`src/rtl/intrp_arbiter.sv`:
```
// Interrupt concentrator: latches one pending interrupt per channel and forwards
// them round-robin over a single req/ack channel with ack timeout supervision.
module intrp_arbiter #(
  parameter int N_CH    = 4,
  parameter int SRC_W   = 64,
  parameter int CTX_W   = 9,
  parameter int TMO_CYC = 1024,
  parameter int CNT_W   = 32
) (
  input  logic                   action_clock,
  input  logic                   action_rst,
  input  logic [N_CH-1:0]        ch_req,
  input  logic [N_CH*SRC_W-1:0]  ch_src,
  input  logic [N_CH*CTX_W-1:0]  ch_ctx,
  input  logic [N_CH-1:0]        ch_en,
  output logic [N_CH-1:0]        ch_busy,
  output logic [N_CH-1:0]        ch_done,
  output logic [N_CH-1:0]        ch_drop,
  output logic                   intrp_req,
  input  logic                   intrp_ack,
  output logic [SRC_W-1:0]       intrp_src,
  output logic [CTX_W-1:0]       intrp_ctx,
  output logic                   err_timeout,
  output logic                   err_spurious,
  input  logic                   err_clr,
  output logic [CNT_W-1:0]       done_cnt
);

  localparam int PTR_W = (N_CH > 1) ? $clog2(N_CH) : 1;
  localparam int TMO_W = (TMO_CYC > 1) ? $clog2(TMO_CYC + 1) : 1;
  localparam logic [TMO_W-1:0] TMO_LAST = (TMO_CYC > 0) ? TMO_W'(TMO_CYC - 1) : '0;
  localparam logic [PTR_W:0]   N_CH_W   = (PTR_W + 1)'(N_CH);

  typedef enum logic {IDLE, REQ} state_t;

  state_t             state;
  logic [N_CH-1:0]    pending;
  logic [SRC_W-1:0]   slot_src [N_CH];
  logic [CTX_W-1:0]   slot_ctx [N_CH];
  logic [PTR_W-1:0]   rr_ptr;
  logic [PTR_W-1:0]   win;
  logic [TMO_W-1:0]   timer;

  logic               ack_hit;
  logic               tmo_hit;
  logic [N_CH-1:0]    ack_clr;
  logic [N_CH-1:0]    capture;
  logic [N_CH-1:0]    drop;
  logic [N_CH-1:0]    cand;
  logic               found;
  logic [PTR_W-1:0]   pick;
  logic [PTR_W:0]     idx;
  logic [PTR_W:0]     win_inc;
  logic [PTR_W-1:0]   rr_next;

  assign ch_busy = pending;
  assign ack_hit = (state == REQ) && intrp_ack;
  // Ack has priority: a timeout only counts when no ack arrives that cycle.
  assign tmo_hit = (TMO_CYC > 0) && (state == REQ) && !intrp_ack && (timer == TMO_LAST);
  assign cand    = pending & ch_en;

  // A channel freed by ack this cycle can accept a new request in the same cycle.
  always_comb begin
    // NOTE: every always_comb output gets a default first so no path infers a latch.
    ack_clr = '0;
    for (int i = 0; i < N_CH; i++) begin
      ack_clr[i] = ack_hit && (win == PTR_W'(i));
    end
    capture = ch_req & (~pending | ack_clr);
    drop    = ch_req & pending & ~ack_clr;
  end

  // Round-robin search: first enabled pending channel at or after rr_ptr.
  always_comb begin
    found = 1'b0;
    pick  = '0;
    idx   = '0;
    for (int k = 0; k < N_CH; k++) begin
      idx = {1'b0, rr_ptr} + (PTR_W + 1)'(k);
      if (idx >= N_CH_W) idx = idx - N_CH_W;
      if (!found && cand[idx[PTR_W-1:0]]) begin
        found = 1'b1;
        pick  = idx[PTR_W-1:0];
      end
    end
  end

  always_comb begin
    win_inc = {1'b0, win} + (PTR_W + 1)'(1);
    rr_next = (win_inc >= N_CH_W) ? '0 : win_inc[PTR_W-1:0];
  end

  // NOTE: slot storage has no reset; a slot is only read after pending is set,
  // which always coincides with a write to that slot.
  always_ff @(posedge action_clock) begin
    for (int i = 0; i < N_CH; i++) begin
      if (capture[i]) begin
        slot_src[i] <= ch_src[i*SRC_W +: SRC_W];
        slot_ctx[i] <= ch_ctx[i*CTX_W +: CTX_W];
      end
    end
  end

  // NOTE: sequential state uses non-blocking assignments so every register
  // samples the pre-edge values of the others.
  always_ff @(posedge action_clock or posedge action_rst) begin
    if (action_rst) begin
      state        <= IDLE;
      pending      <= '0;
      ch_done      <= '0;
      ch_drop      <= '0;
      intrp_req    <= 1'b0;
      intrp_src    <= '0;
      intrp_ctx    <= '0;
      err_timeout  <= 1'b0;
      err_spurious <= 1'b0;
      done_cnt     <= '0;
      rr_ptr       <= '0;
      win          <= '0;
      timer        <= '0;
    end else begin
      pending      <= (pending & ~ack_clr) | capture;
      ch_done      <= ack_clr;
      ch_drop      <= drop;
      // A new error in the clear cycle keeps the flag set.
      err_spurious <= (err_spurious & ~err_clr) | ((state == IDLE) && intrp_ack);
      err_timeout  <= (err_timeout & ~err_clr) | tmo_hit;

      case (state)
        IDLE: begin
          if (found) begin
            win       <= pick;
            intrp_src <= slot_src[pick];
            intrp_ctx <= slot_ctx[pick];
            intrp_req <= 1'b1;
            timer     <= '0;
            state     <= REQ;
          end
        end
        REQ: begin
          if (ack_hit) begin
            intrp_req <= 1'b0;
            done_cnt  <= done_cnt + CNT_W'(1);
            rr_ptr    <= rr_next;
            state     <= IDLE;
          end else if (tmo_hit) begin
            intrp_req <= 1'b0;
            rr_ptr    <= rr_next;
            state     <= IDLE;
          end else begin
            timer <= timer + TMO_W'(1);
          end
        end
        default: state <= IDLE;
      endcase
    end
  end

endmodule

```
`config.mk`:
```
export PLATFORM = sky130hd
export DESIGN_NAME = intrp_arbiter
export DESIGN_NICKNAME = d
export VERILOG_FILES = /design/src/rtl/intrp_arbiter.sv
export SDC_FILE = /design/constraint.sdc
export NUM_CORES = 1
export LEC_CHECK = 0
export BUFFER_PORTS_ARGS = -buffer_cell sky130_fd_sc_hd__buf_2
export CELL_PAD_IN_SITES_DETAIL_PLACEMENT = 0
export CELL_PAD_IN_SITES_GLOBAL_PLACEMENT = 1
export CORE_MARGIN = 2
export CORE_UTILIZATION = 39
export CTS_CLUSTER_SIZE = 40
export DETAILED_ROUTE_END_ITERATION = 6
export PLACE_DENSITY = 0.72
export SYNTH_ARGS = -nofsm -noshare
export SYNTH_HDL_FRONTEND = slang
export SYNTH_SLANG_ARGS = --single-unit
export TNS_END_PERCENT = 30
```
`constraint.sdc`:
```
create_clock -name action_clock -period 4.5 [get_ports action_clock]
set_input_delay 0.675 -clock action_clock [delete_from_list [all_inputs] [get_ports action_clock]]
set_output_delay 0.675 -clock action_clock [all_outputs]
set_load 0.02 [all_outputs]
```
# Word-level counts from Yosys, hierarchy flattened
# Memory sizes are Yosys's and may differ from the RTL's. A register that Yosys moved wholly into a read port is not among the register bits.
# Cells that the tools add are included.
dict set report totals {
  mem_count 2
  mem_bits_rw 292
  output_inout_bits 120
  elab_cells 120
  input_bits 304
  ff_bits 63
}
dict set report classes {
  n_reduce_logical 22
  eq_ne 8
  n_lt_le_gt_ge 9
  add_sub_neg 10
  muxes 43
  n_bitwise 15
}
# memory depth width read_ports rd_clocked_by_memory_dff wr line_no
set mem_list {}
lappend mem_list {slot_src 4 64 1 1 4 38} ;# logic [SRC_W-1:0] slot_src [N_CH];
lappend mem_list {slot_ctx 4 9 1 1 4 39} ;# logic [CTX_W-1:0] slot_ctx [N_CH];
# cell count
set op_table {}
lappend op_table {{11-bit two-way mux} 3}
lappend op_table {{32-bit by 1-bit adder with 32-bit output (second input constant)} 1}
lappend op_table {{1-bit two-way mux} 22}
lappend op_table {{2-bit two-way mux} 11}
lappend op_table {{11-bit one-hot mux with 2 select lines} 1}
lappend op_table {{4-bit AND} 5}
lappend op_table {{3-bit >= comparator (second input constant)} 4}
lappend op_table {{2-bit by 3-bit < comparator with 1-bit output (second input constant)} 4}
lappend op_table {{11-bit by 1-bit adder with 11-bit output (second input constant)} 1}
lappend op_table {{11-bit by 10-bit equality test with 1-bit output (second input constant)} 1}
lappend op_table {{1-bit logical AND} 11}
lappend op_table {{1-bit binary-select mux with 2-bit select} 4}
lappend op_table {{4-bit inverter} 2}
lappend op_table {{4-bit bitwise OR} 2}
lappend op_table {{2-bit AND reduction} 4}
lappend op_table {{2-bit by 1-bit subtractor with 2-bit output (second input constant)} 4}
lappend op_table {{2-bit by 1-bit adder with 3-bit output (second input constant)} 2}
lappend op_table {{2-bit by 2-bit adder with 3-bit output (second input constant)} 2}
lappend op_table {{2-bit inequality test (second input constant)} 3}
lappend op_table {{2-bit equality test (second input constant)} 2}
lappend op_table {{1-bit logical NOT} 4}
lappend op_table {{1-bit one-hot mux with 2 select lines} 2}
lappend op_table {{2-bit by 3-bit >= comparator with 1-bit output (second input constant)} 1}
lappend op_table {{3-bit by 1-bit inequality test with 1-bit output (second input constant)} 1}
lappend op_table {{7 further kinds} 10}

# Longest topological paths before layout
dict set report depth {
  depth_word 16
  ltp_mapped 9
}

# Least setup slack after synthesis
# OpenSTA, ideal clock, no wires.
dict set report synth_path {
  path_type {in2reg}
  startpoint {input port intrp_ack}
  endpoint {memory slot_ctx[2][0], enable pin}
  t_arrival_ns 2.805
  stages 5
  setup_time_ns 0.439
  slack_ns 1.256
  cell_sequence {and2_1 buf_2 nand2_1 nand2_1 and2_1}
}
# element line_no
set synth_lines {}
lappend synth_lines {{from (decl)} 20} ;# input logic intrp_ack,
lappend synth_lines {{to (decl)} 39}

# Worst setup path after layout
dict set report layout_path {
  startpoint {register pending[1] (netlist: ch_busy[1])}
  endpoint {register intrp_src[30], read port of slot_src}
}
dict set report layout_between {
  elab_chain_len 14
  elab_cells_between_ends 24
  cone_classes {mux (16); bitwise (1); reduce/logical (7)}
}
# element line_no
set layout_rtl {}
lappend layout_rtl {{from (decl)} 37} ;# logic [N_CH-1:0] pending;
lappend layout_rtl {{from (signal assigned)} 122} ;# pending <= (pending & ~ack_clr) | capture;
lappend layout_rtl {{4-bit AND *} 60} ;# assign cand = pending & ch_en;
lappend layout_rtl {{1-bit binary-select mux with 2-bit select} 81} ;# if (!found && cand[idx[PTR_W-1:0]]) begin
lappend layout_rtl {{1-bit two-way mux (implied by the code)} 81}
lappend layout_rtl {{1-bit two-way mux} 81}
lappend layout_rtl {{1-bit logical NOT} 81}
lappend layout_rtl {{1-bit logical AND} 81}
lappend layout_rtl {{1-bit two-way mux} 81}
lappend layout_rtl {{1-bit logical NOT} 81}
lappend layout_rtl {{1-bit logical AND} 81}
lappend layout_rtl {{1-bit two-way mux} 81}
lappend layout_rtl {{1-bit logical NOT} 81}
lappend layout_rtl {{1-bit logical AND} 81}
lappend layout_rtl {{1-bit two-way mux} 81}
lappend layout_rtl {{2-bit AND reduction (no line)} --}
lappend layout_rtl {{to (decl)} 21} ;# output logic [SRC_W-1:0] intrp_src,
# Mark *: on every way between the ends. The rest lies on a longest branch, timed or not. The select of a mux whose other input is x is not followed.
# A chain may end at the register's enable or synchronous reset.

==> results.md <==
- Status: complete, no violations
- Post-DP Area: 19,490 µm²
- Yosys cell types: 52
- Deepest clock path buffer count: 3
- Layout cell share with drive strength beyond 1: 33.50%
- HP Class: in2async
- IO Port Bufs: 423
- Vias in the first global route: 11,610
- Fmax: 0.3674 GHz
- R2R Setup Slk: 1.78 ns
- Worst Max-Slew Pin Slew: 1.070 ns
- Final setup vio count: 0
- Met1 Use GR: 27.32%
- Post_cts resized: 0
- Startpoint types: flop
- Die area: 44,680 µm²
- Met3 usage: 5.251%
- Global-route wire length before repair: 70,880 µm
- Fin nets: 1,893
- Chip Width: 211.4 µm
- # fillers: 3,723
- Starting DRT DRC Count: 788
- Synth Warn #: 0
- Antenna violations before repair: 23
- Detailed Route WL: 47,860 µm
- Post-CTS setup repair buffer count: 0
- Die Y: 211.4 µm
- Initial Util: 39.72%
- Syn nets: 1,472
- Clock slew at reported path FFs: 0.06 ns
- Arrival @ worst endpoint: 3.14 ns
- Total clock sinks: 428
- Slew Viols, Final: 0
- Met2 usage: 34.85%
- Synth Flop Type: edfxtp_1
- Setup ws final: 1.778 ns
- Relative slew slack: 28.36%
- Tot Pwr: 13.17 mW
- CTS H-tree depth: 2
- Hold Slack: 0.2658 ns
- GRT busiest layer: met2
- TritonCTS Buffers: 46
- Overall routing resource usage: 21.24%
- Peak VDD IR: 0.3267 mV
- MaxCap Viol Count: 0
- Core Box Area: 42,230 µm²
- Crit. End Element: flop
- Cell Area, Synth: 16,770 µm²
- Post-Syn Area per Cell: 14.43 µm²
- # DRC: 0
- # rows: 75
- CTS tree: built
- Max Clock Skew: 0.02766 ns
- EDFF count, synth: 292
- R2r startpoint: ch_busy[1]$_DFF_PP0_
- Tmin final: 2.722 ns
- Overflow after GRT: 0
- Worst-skew pair later-pin latency: 0.58 ns
- Leakage: 8.582 nW
- Wirelength per Cell: 22.01 µm
- WS Path Type: reg2reg
- RePlAce Congestion: 0.8160
- Design area: 21,030 µm²
- Hold Vio Cnt, Final: 0
- Area delta synth->final: 25.40%
- TritonRoute pass-1 iters: 5
- Synthesized flop and latch total: 428
- Setup WS pre-CTS: 1.449 ns
- Critical Path RT: 4.91 ns
- R2R cell count: 6
- Routed Antenna Nets: 0
- Post-DP HPWL: 31,990 µm
- Mapped Cells: 1,162
- Root buffer selected by CTS: clkbuf_16
- PwrDens: 626.2 nW/µm²
- I/O pin total: 424
- Largest net degree at the start of global routing: 90
- RSZ-0062 raised after global routing: false
- Crit-path max FO: 46
- Reg2reg end: intrp_src[30]$_DFFE_PP0P_
- Sequential fraction of the synthesis area: 72.58%
- Total negative slack: 0 ns
- Final Cycle Share: 60.49%
- Post-synth ARST share: 31.78%
- Vias per inst: 5.197
- Hold-fix buffers, CTS: 0
- Via Count: 11,300
cells in the mapped netlist (2+ instances only):
cell type / instances / share of area, %
ha_1: 6 / 0.45
o21a_1: 2 / 0.089
clkbuf_1: 35 / 0.78
xnor2_1: 23 / 1.2
and2_1: 7 / 0.26
buf_1: 2 / 0.045
nand4b_1: 2 / 0.10
inv_1: 19 / 0.43
a21oi_1: 2 / 0.060
o21ai_1: 2 / 0.060
nand4_1: 10 / 0.37
mux2_1: 2 / 0.13
nor4_1: 2 / 0.075
o22ai_1: 2 / 0.075
a31oi_1: 2 / 0.075
o2111ai_1: 44 / 2.3
nand4_2: 2 / 0.15
buf_6: 3 / 0.20
xor2_1: 14 / 0.73
nand2b_1: 4 / 0.15
o21ai_0: 62 / 1.9
a211oi_1: 29 / 1.3
dfrtp_1: 136 / 20
nor3_1: 62 / 1.9
nand3_1: 101 / 3.0
edfxtp_1: 292 / 52
buf_2: 25 / 0.75
and4_1: 3 / 0.16
nand2_1: 80 / 1.8
buf_4: 7 / 0.31
nor2_1: 49 / 1.1
and3_1: 9 / 0.34
mux2i_1: 103 / 6.1
metrics by stage:
step | instances | utilization, %
floorplan | 1162 | -
global placement | 2074 | 46.17
detailed placement | 2074 | 46.17
CTS | 2160 | 49.72
global route | 2172 | 49.79
finish | 2174 | 49.80
logic make-up after synthesis:
group	synth area share, %
compound gates	6.252
mux	6.282
flops	72.58
buf+inv	2.514
xor+xnor	1.932
simple gates	9.997
fa+ha+maj	0.4476
how the worst max path moves through the flow:
stage	startpoint	end
final	ch_busy[1]$_DFF_PP0_	intrp_src[30]$_DFFE_PP0P_
after global routing	ch_busy[1]$_DFF_PP0_	intrp_src[39]$_DFFE_PP0P_
after CTS	ch_busy[1]$_DFF_PP0_	intrp_src[27]$_DFFE_PP0P_
after detailed placement	ch_en[1]	intrp_src[36]$_DFFE_PP0P_
after global placement	ch_en[1]	intrp_src[34]$_DFFE_PP0P_
after floorplan	action_rst	ch_busy[0]$_DFF_PP0_
cells in the final DEF, fill, tap and decap left out, drive strengths merged, types with 3 or more instances in the layout:
cell type and n:
ha 6, o2111ai 44, clkinv 16, nand3 101, and2 7, nand4 12, clkinvlp 4, o21ai 65
inv 21, nand2b 4, and4 3, edfxtp 292, a211oi 29, clkbuf 61, diode 14, nor4 3
nand2 81, bufinv 3, and3 9, xor2 14, mux2i 103, xnor2 23, nor2 50, buf 445
nor3 63, dfrtp 136
flip-flops by register name, summed over array words and instances, names as in the netlist:
| signal | flops |
|---|---|
| done_cnt | 32 |
| err_timeout | 1 |
| slot_ctx | 36 |
| intrp_req | 1 |
| slot_src | 256 |
| ch_done | 4 |
| rr_ptr | 2 |
| state | 1 |
| timer | 11 |
| intrp_ctx | 9 |
| ch_drop | 4 |
| err_spurious | 1 |
| win | 2 |
| intrp_src | 64 |
| ch_busy | 4 |
cell type report:
cell class                      count  area (µm²)  share of cell area (%)
Tap cell                          539       674.4                   3.207
Multi-Input combinational cell    643        4252                   20.22
Timing Repair Buffer              445        2320                   11.03
Inverter                           19       76.32                  0.3629
Clock buffer                       61        1269                   6.033
Sequential cell                   428       12170                   57.88
Clock inverter                     25       231.5                   1.101
Antenna cell                       14       35.03                  0.1666
power breakdown:
group / internal, mW / switching, mW / total, mW / leakage [nW]
clock: 2.17 / 1.58 / 3.75 / 0.731
sequential: 5.04 / 0.376 / 5.41 / 4.34
combinational: 1.31 / 2.69 / 4.01 / 3.52
layer usage:
layer  up-vias  share of wire [%]
li1       5241                  -
met1      5514                 41
met2       432                 49
met3        94                7.4
met4        18                2.7
met5         -               0.25
critical path, stage by stage, from the launching register on:
cell and delay (ns):
dfrtp_1 0.42, nand2_1 0.22, a311oi_2 0.54, nand2_4 0.63
buf_4 0.50, nand3_1 0.13, o2111ai_1 0.11
(Power assumes the default switching activity.)
